==> src/rtl/mem_march_initiator.sv <==
// March-style self-test initiator for a request/response RAM: writes seed^addr patterns, reads back, compares.
// Optional INV_PASS_EN adds a second write+read pass using the inverted pattern.
module mem_march_initiator #(
  parameter int DATA_W  = 32,
  parameter int ADDR_W  = 4,
  parameter int DEPTH   = 16,
  parameter int TIMEOUT = 15
) (
  input  logic              clk,
  input  logic              reset,
  input  logic              start,
  input  logic [DATA_W-1:0] seed,
  output logic              wr,
  output logic              rd,
  output logic [ADDR_W-1:0] addr,
  output logic [DATA_W-1:0] wdata,
  input  logic [DATA_W-1:0] rdata,
  input  logic              response,
  output logic              busy,
  output logic              done,
  output logic              pass,
  output logic [ADDR_W:0]   err_cnt,
  output logic [ADDR_W-1:0] first_err_addr,
  output logic              timeout
);
  localparam int WCW = $clog2(TIMEOUT + 1);

  typedef enum logic [2:0] {IDLE, WR_REQ, WR_GAP, RD_REQ, RD_GAP, DONE} state_t;
  state_t state, state_nx;

  logic [ADDR_W-1:0] addr_q;
  logic [DATA_W-1:0] seed_q;
  logic [WCW-1:0]    wait_cnt;
  logic [ADDR_W:0]   err_q;
  logic [ADDR_W-1:0] ferr_q;
  logic              to_q;
  logic [DATA_W-1:0] pat;
  logic              last_addr, start_ok, req, expire, mism;

`ifdef INV_PASS_EN
  logic inv_q;
  assign pat = inv_q ? ~(seed_q ^ {(DATA_W/ADDR_W){addr_q}}) : (seed_q ^ {(DATA_W/ADDR_W){addr_q}});
`else
  assign pat = seed_q ^ {(DATA_W/ADDR_W){addr_q}};
`endif

  assign last_addr = (addr_q == ADDR_W'(DEPTH - 1));
  assign start_ok  = start && (state == IDLE || state == DONE);
  assign req       = (state == WR_REQ) || (state == RD_REQ);
  // Last tolerated wait cycle: the request has then been held TIMEOUT cycles.
  assign expire    = req && !response && (wait_cnt == WCW'(TIMEOUT - 1));
  assign mism      = (state == RD_REQ) && response && (rdata != pat);

  always_ff @(posedge clk) begin
    if (reset) state <= IDLE;
    else       state <= state_nx;
  end

  always_comb begin
    state_nx = state;
    case (state)
      IDLE:    if (start) state_nx = WR_REQ;
      WR_REQ:  if (response) state_nx = WR_GAP;
               else if (expire) state_nx = DONE;
      WR_GAP:  state_nx = last_addr ? RD_REQ : WR_REQ;
      RD_REQ:  if (response) state_nx = RD_GAP;
               else if (expire) state_nx = DONE;
      RD_GAP: begin
        if (last_addr) begin
`ifdef INV_PASS_EN
          state_nx = inv_q ? DONE : WR_REQ;
`else
          state_nx = DONE;
`endif
        end else begin
          state_nx = RD_REQ;
        end
      end
      DONE:    if (start) state_nx = WR_REQ;
      default: state_nx = IDLE;
    endcase
  end

  always_ff @(posedge clk) begin
    if (reset) begin
      addr_q   <= '0;
      seed_q   <= '0;
      wait_cnt <= '0;
      err_q    <= '0;
      ferr_q   <= '0;
      to_q     <= 1'b0;
`ifdef INV_PASS_EN
      inv_q    <= 1'b0;
`endif
    end else if (start_ok) begin
      addr_q   <= '0;
      seed_q   <= seed;
      wait_cnt <= '0;
      err_q    <= '0;
      ferr_q   <= '0;
      to_q     <= 1'b0;
`ifdef INV_PASS_EN
      inv_q    <= 1'b0;
`endif
    end else begin
      case (state)
        WR_REQ, RD_REQ: begin
          if (response) wait_cnt <= '0;
          else if (expire) to_q <= 1'b1;
          else wait_cnt <= wait_cnt + WCW'(1);
          if (mism) begin
            if (err_q != (ADDR_W+1)'(DEPTH)) err_q <= err_q + (ADDR_W+1)'(1);
            if (err_q == '0) ferr_q <= addr_q;
          end
        end
        WR_GAP: begin
          wait_cnt <= '0;
          addr_q   <= last_addr ? '0 : addr_q + ADDR_W'(1);
        end
        RD_GAP: begin
          wait_cnt <= '0;
          if (!last_addr) addr_q <= addr_q + ADDR_W'(1);
`ifdef INV_PASS_EN
          else if (!inv_q) begin
            inv_q  <= 1'b1;
            addr_q <= '0;
          end
`endif
        end
        default: ;
      endcase
    end
  end

  assign wr             = (state == WR_REQ);
  assign rd             = (state == RD_REQ);
  assign addr           = addr_q;
  assign wdata          = wr ? pat : '0;
  assign busy           = (state != IDLE) && (state != DONE);
  assign done           = (state == DONE);
  assign pass           = done && (err_q == '0) && !to_q;
  assign err_cnt        = err_q;
  assign first_err_addr = ferr_q;
  assign timeout        = to_q;
endmodule

==> config.mk <==
export PLATFORM = sky130hd
export DESIGN_NAME = mem_march_initiator
export DESIGN_NICKNAME = d
export VERILOG_FILES = /design/src/rtl/mem_march_initiator.sv
export SDC_FILE = /design/constraint.sdc
export NUM_CORES = 1
export LEC_CHECK = 0
export ABC_AREA = 1
export CAP_MARGIN = 20
export CORE_MARGIN = 1.5
export CORE_UTILIZATION = 42
export CTS_BUF_LIST = sky130_fd_sc_hd__clkbuf_16
export CTS_CLUSTER_DIAMETER = 150
export DETAILED_ROUTE_END_ITERATION = 12
export PLACE_DENSITY = 0.75
export SLEW_MARGIN = 10
export SYNTH_ARGS = -nofsm -noshare
export SYNTH_HDL_FRONTEND = slang
export SYNTH_SLANG_ARGS = --single-unit
==> constraint.sdc <==
create_clock -name clk -period 1.6 [get_ports clk]
set_clock_uncertainty 0.15 [all_clocks]
set_input_delay 0.16 -clock clk [delete_from_list [all_inputs] [get_ports clk]]
set_output_delay 0.16 -clock clk [all_outputs]
set_load 0.03 [all_outputs]
==> results of run 1 <==
-- what timing repair did --
action	4_1_cts
setup endpoints to repair	96
cloned	3
pin swaps	15
buffers inserted	12
resized for setup	108
-- stage by stage --
step	worst slack (ps)	hold WS, ps
after global placement	-388.8	303.5
after floorplan	-108.8	71.65
after detailed placement	-435.2	313.5
after CTS	-309.4	316.7
-- metal layers --
| layer | GRT usage, % | overflow |
|---|---|---|
| met1 | 58.35 | 0 |
| met3 | 28.71 | 0 |
| met2 | 83.92 | 4 |
| met4 | 56.09 | 1 |
| met5 | 3.571 | 0 |
-- cells by family after synthesis --
logic type	after synthesis
AOI/OAI and AO/OA	119
xor gates and xnor gates	3
adders and majority gates	5
buffers and inverters	102
DFF	53
and+or+nand+nor	305
==> metrics.md, run 1 <==
| Metric | Value |
|---|---|
| Row Count | `33` |
| Count leader, synth | `nand2_1` |
| Post-synth ARST share | `0%` |
| CTS Sinks | `53` |
| Post-synthesis cell type count | `35` |
| Post-synthesis adder-cell area fraction | `around 1.8%` |
| Clock buffer count from CTS | `5` |
| Grt ovf | `5` |
| XOR/XNOR Fraction of Synth Area | `0.7358%` |
| CTS Buffer Depth | `2` |
| Error | `[ERROR GRT-0232] Routing congestion too high. Check the congestion heatmap in the GUI.` |
| Post-synthesis mux area share | `0%` |
| Area leader, netlist | `dfxtp_1` |
| Final RePlAce weighted congestion | `around 0.97` |
| Mapped Area | `between 0.003 and 0.004 sq mm` |
| Stop stage | `5_1_grt` |
| Area of placed instances | `between 0.006 and 0.007 sq mm` |
| Root Buffer | `clkbuf_16` |
| Starting Density | `a little over two fifths` |
| Sequential area share after synthesis | `just under 30%` |
| Die Ht | `95.21 um` |
| Main synth FF type | `dfxtp_1` |
| Complex-gate fraction of the synthesized area | `17.31%` |
| IO Count | `around 120` |
| Worst endpoint after global-route timing repair | `err_cnt[4]$_SDFFE_PP0P_/D` |
| Syn Area/Cell | `6.083 sq um` |
| Combinational family with the most area after synthesis | `simple AND/OR/NAND/NOR gates` |
| Post-synth top cells | `195 x nand2_1, 77 x a21oi_1, 72 x inv_1` |
| FF+latch count, synth | `53` |
| Aggregate global-route resource usage | `between 50% and 60%` |
| Post-synth EDFFs | `0` |
| Area contributors post-synth | `dfxtp_1 30%, nand2_1 20%, a21oi_1 11%` |
| Largest net degree at the start of global routing | `32` |
| CTS HTree Levels | `2` |
| Mapped Cells | `about 590` |
| Yosys top cell area share | `roughly 30%` |
| Horiz. Die Dim | `approximately 95 um` |
| Simple-Gate Fraction of Synth Area | `38.37%` |
| Port bufs | `approximately 120` |
| Post-Syn Nets | `660` |
| Placed cells | `between 900 and 1000` |
| Ys Warns | `0` |
| Worst EP kind | `sequential cell input` |
| Dpl hpwl | `roughly 10 mm` |
| Hold_buf cts | `0` |
| Status | `stopped before the end` |
==> run 2: changes to the inputs <==
--- a/config.mk
+++ b/config.mk
@@ -8,11 +8,9 @@
 export ABC_AREA = 1
 export CAP_MARGIN = 20
 export CORE_MARGIN = 1.5
-export CORE_UTILIZATION = 42
-export CTS_BUF_LIST = sky130_fd_sc_hd__clkbuf_16
-export CTS_CLUSTER_DIAMETER = 150
+export CORE_UTILIZATION = 40
 export DETAILED_ROUTE_END_ITERATION = 12
-export PLACE_DENSITY = 0.75
+export PLACE_DENSITY_LB_ADDON = 0.15
 export SLEW_MARGIN = 10
 export SYNTH_ARGS = -nofsm -noshare
 export SYNTH_HDL_FRONTEND = slang
==> constraint.sdc (replaced) <==
create_clock -name clk -period 2.1 [get_ports clk]
set_clock_uncertainty 0.15 [all_clocks]
set_input_delay 0.21 -clock clk [delete_from_list [all_inputs] [get_ports clk]]
set_output_delay 0.21 -clock clk [all_outputs]
set_load 0.03 [all_outputs]
==> run 2 against run 1 <==
  * The flow now finishes without violations
  * Synthesized cell count stayed put
  * Area after synthesis stayed put
==> metrics.md, run 2 <==
| Metric | Value |
|---|---|
| Status | `finished, final reports clean` |
| Crit path cell chain | `inv_2, nand2_1, nor2_2, inv_2, buf_12, a21oi_1, buf_4` |
| Post-synthesis cell type count | `35 (unchanged)` |
| CTS Sinks | `53 (unchanged)` |
| Layer with the highest usage | `met2` |
| Largest fanout on the critical path | `30` |
| Post-synth EDFFs | `0 (unchanged)` |
| Clk pwr share | `between 20% and 30%` |
| Initial antenna violation count | `0` |
| First-pass GRT wire length | `17.28 mm` |
| Root Buffer | `clkbuf_8` |
| Drt pass-1 iters | `4` |
| FF+latch count, synth | `53 (unchanged)` |
| Ys Warns | `0 (unchanged)` |
| Post-Syn Nets | `660 (unchanged)` |
| Max incr delay on CP | `roughly 350 ps` |
| CTS Buffer Depth | `2 (unchanged)` |
| M2 GR Usage | `around two fifths` |
| Die ar. | `0.009503 sq mm` |
| Switching share of power | `around a third` |
| Mapped Cells | `587 (unchanged)` |
| Port bufs | `118 (unchanged)` |
| Total power | `approximately 2500 uW` |
| RSZ-0062 raised after global routing | `yes` |
| Post-synth ARST share | `0% (unchanged)` |
| Aggregate global-route resource usage | `about 22%` |
| Reg power frac | `44.0%` |
| Setup TNS | `0 ps` |
| Met1 Use GR | `between 20% and 30%` |
| Internal power | `between 1500 and 2000 uW` |
| Layout cells sized above 1 | `12.83%` |
| Fin crit share | `between 90% and 100%` |
| Hold Crit Depth | `2` |
| Core box area | `~0.0087 sq mm` |
| Crit. End Element | `output pin` |
| Pwr per Cell Area | `roughly 500 mW/mm^2` |
| Reg2reg start | `addr[2]` |
| Worst EP required | `between 1500 and 2000 ps` |
| Critical path's slowest cell | `dfxtp_1` |
| Area contributors post-synth | `dfxtp_1 30%, nand2_1 20%, a21oi_1 11%` |
| Leakage | `~0.0023 uW` |
| Relative slew slack | `between 70% and 80%` |
| CP bufs+invs | `4` |
| Count leader, synth | `nand2_1` |
| Die Ht | `97.49 um (+2.4%)` |
| Most frequent cell on the critical path | `inv_2` |
| 1st-iter DRT viols | `~130` |
| Nets | `781` |
| Row Count | `34 (+3.0%)` |
| Mapped Area | `0.003571 sq mm (unchanged)` |
| Final RePlAce weighted congestion | `0.9105 (-5.7%)` |
| Vias in the first global route | `3813` |
| Post-CTS Setup Bufs | `0 (-12)` |
| # fillers | `~870` |
| Hold_buf cts | `0 (unchanged)` |
| Horiz. Die Dim | `97.49 um (+2.4%)` |
| Biggest register | `seed_q` |
| WL/cell | `13.38 um` |
| Setup Viol. Count Final | `0` |
| Area Growth Syn to Fin | `40.33%` |
| Starting Density | `41.15% (-2.3 points)` |
| Most common cell after layout, fill and taps aside | `nand2_1` |
| Hold Vio Cnt, Final | `0` |
| Critical Path AT | `~1700 ps` |
| Final Critical Period | `between 2000 and 2500 ps` |
| Main synth FF type | `dfxtp_1` |
| Combinational share of power | `between 30% and 40%` |
| Register-to-register setup slack | `150 ps` |
| Drt total wl | `about 11 mm` |
| Drc violations | `0` |
| Reg2Reg Depth | `14` |
| Dpl hpwl | `8.090 mm (-22%)` |
| Area leader, netlist | `dfxtp_1` |
| CP delay by family, top | `buffers and inverters` |
| Critical R2R Capture | `err_cnt[1]` |
| Commonest cells after routing, fill and taps aside | `195 x nand2_1, 81 x clkdlybuf4s50_1, 71 x inv_1, 71 x a21oi_1, 49 x dfxtp_1` |
| Hold EP | `seed_q[7]` |
| Sequential area share after synthesis | `29.71% (unchanged)` |
| Sw Pwr | `823.7 uW` |
| Worst-path clk slew | `100 ps` |
| Yosys top cell area share | `29.71% (unchanged)` |
| Worst hold start | `seed_q[7]` |
| Max-cap violations | `0` |
| Met3 usage | `slightly above 3%` |
| IO Count | `119 (unchanged)` |
| Post-synth top cells | `195 x nand2_1, 77 x a21oi_1, 72 x inv_1` |
| Kind of critical path | `reg2out` |
| CTS HTree Levels | `2 (unchanged)` |
| Slew Viols, Final | `0` |
| Max reg flops | `32` |
| Slew @ Worst Pin | `351.9 ps` |
| Startpoint types | `flip-flop` |
| Hold Crit Class | `reg2reg` |
| Clock buffer count from CTS | `5 (unchanged)` |
| Worst-Skew Late Latency | `between 300 and 400 ps` |
| DR vias/cell | `5.083` |
| Grt ovf | `0` |
| Vias post-DR | `4153` |
| CTS tree | `yes` |
| Final ANT Viol Nets | `0` |
| Syn Area/Cell | `6.083 sq um (unchanged)` |
| Util after Layout | `57.74%` |
| N_diodes | `0` |
| Largest net degree at the start of global routing | `41` |
| Worst vdd ir | `0.0003335 V` |
| Fmax | `roughly 480 MHz` |
## run 2: cell counts after synthesis
Identical to the previous run, type by type.
## run 2: layer usage
metal,up-vias,part of all wire (%),routed length (um)
met4,0,0.60,66
met1,1889,46,4983
met3,7,5.9,640
met5,-,0,0
li1,2138,-,-
met2,119,48,5244
## run 2: area by class of cell
class | count | area, sq um | area share [%]
Multi-Input combinational cell | 432 | 2118 | 42.27
Timing Repair Buffer | 132 | 1260 | 25.14
Sequential cell | 53 | 1071 | 21.37
Inverter | 84 | 325.3 | 6.492
Tap cell | 108 | 135.1 | 2.697
Clock buffer | 7 | 96.34 | 1.923
Clock inverter | 1 | 5.005 | 0.09988
## run 2: logic make-up after synthesis
kind of cell	synth area share (%)
adders and majority gates	1.752
xor gates and xnor gates	0.7359
buffers and inverters	12.12
AOI/OAI and AO/OA	17.31
DFF	29.71
and+or+nand+nor	38.37
## run 2: worst min-delay path: stages, from the launching register on
cell and delay, ps:
dfxtp_1 320, inv_1 60, a21oi_1 50
## run 2: worst max path at each step
stage,start,endpoint,slack (ps),cells after the start
2_1_floorplan,state[1],wdata[21],-90,6
3_3_place_gp,err_cnt[1],pass,90,5
3_5_place_dp,err_cnt[1],pass,30,5
4_1_cts,state[1],wdata[27],8,7
5_1_grt,state[1],wdata[27],-70,7
6_report,state[1],wdata[27],7,7
## run 2: power by group through the flow
stage / Clock, uW / Sequential (uW) / Combinational (uW)
floorplan: 0 / 1130 / 449
global placement: 0 / 1130 / 736
detailed placement: 0 / 1130 / 747
CTS: 666 / 1110 / 753
global route: 702 / 1120 / 844
finish: 650 / 1110 / 762
## run 2: metrics by stage
step	instances	setup WS, ps	hold slack, ps	instance area [sq um]
after CTS	817	7.968	325.2	4959
after floorplan	587	-86.63	129.1	3573
after global routing	817	-70.19	340.0	5011
after detailed placement	809	25.59	309.5	4840
final	817	7.362	321.1	5011
after global placement	809	93.73	302.7	4840
## run 2: what timing repair did
item,4_1_cts,5_1_grt
hold endpoints to repair,0,0
pin swaps,0,2
endpoints found under the setup margin,36,46
gates resized for setup,13,27
No activity file was read; power rests on OpenSTA's default activity.
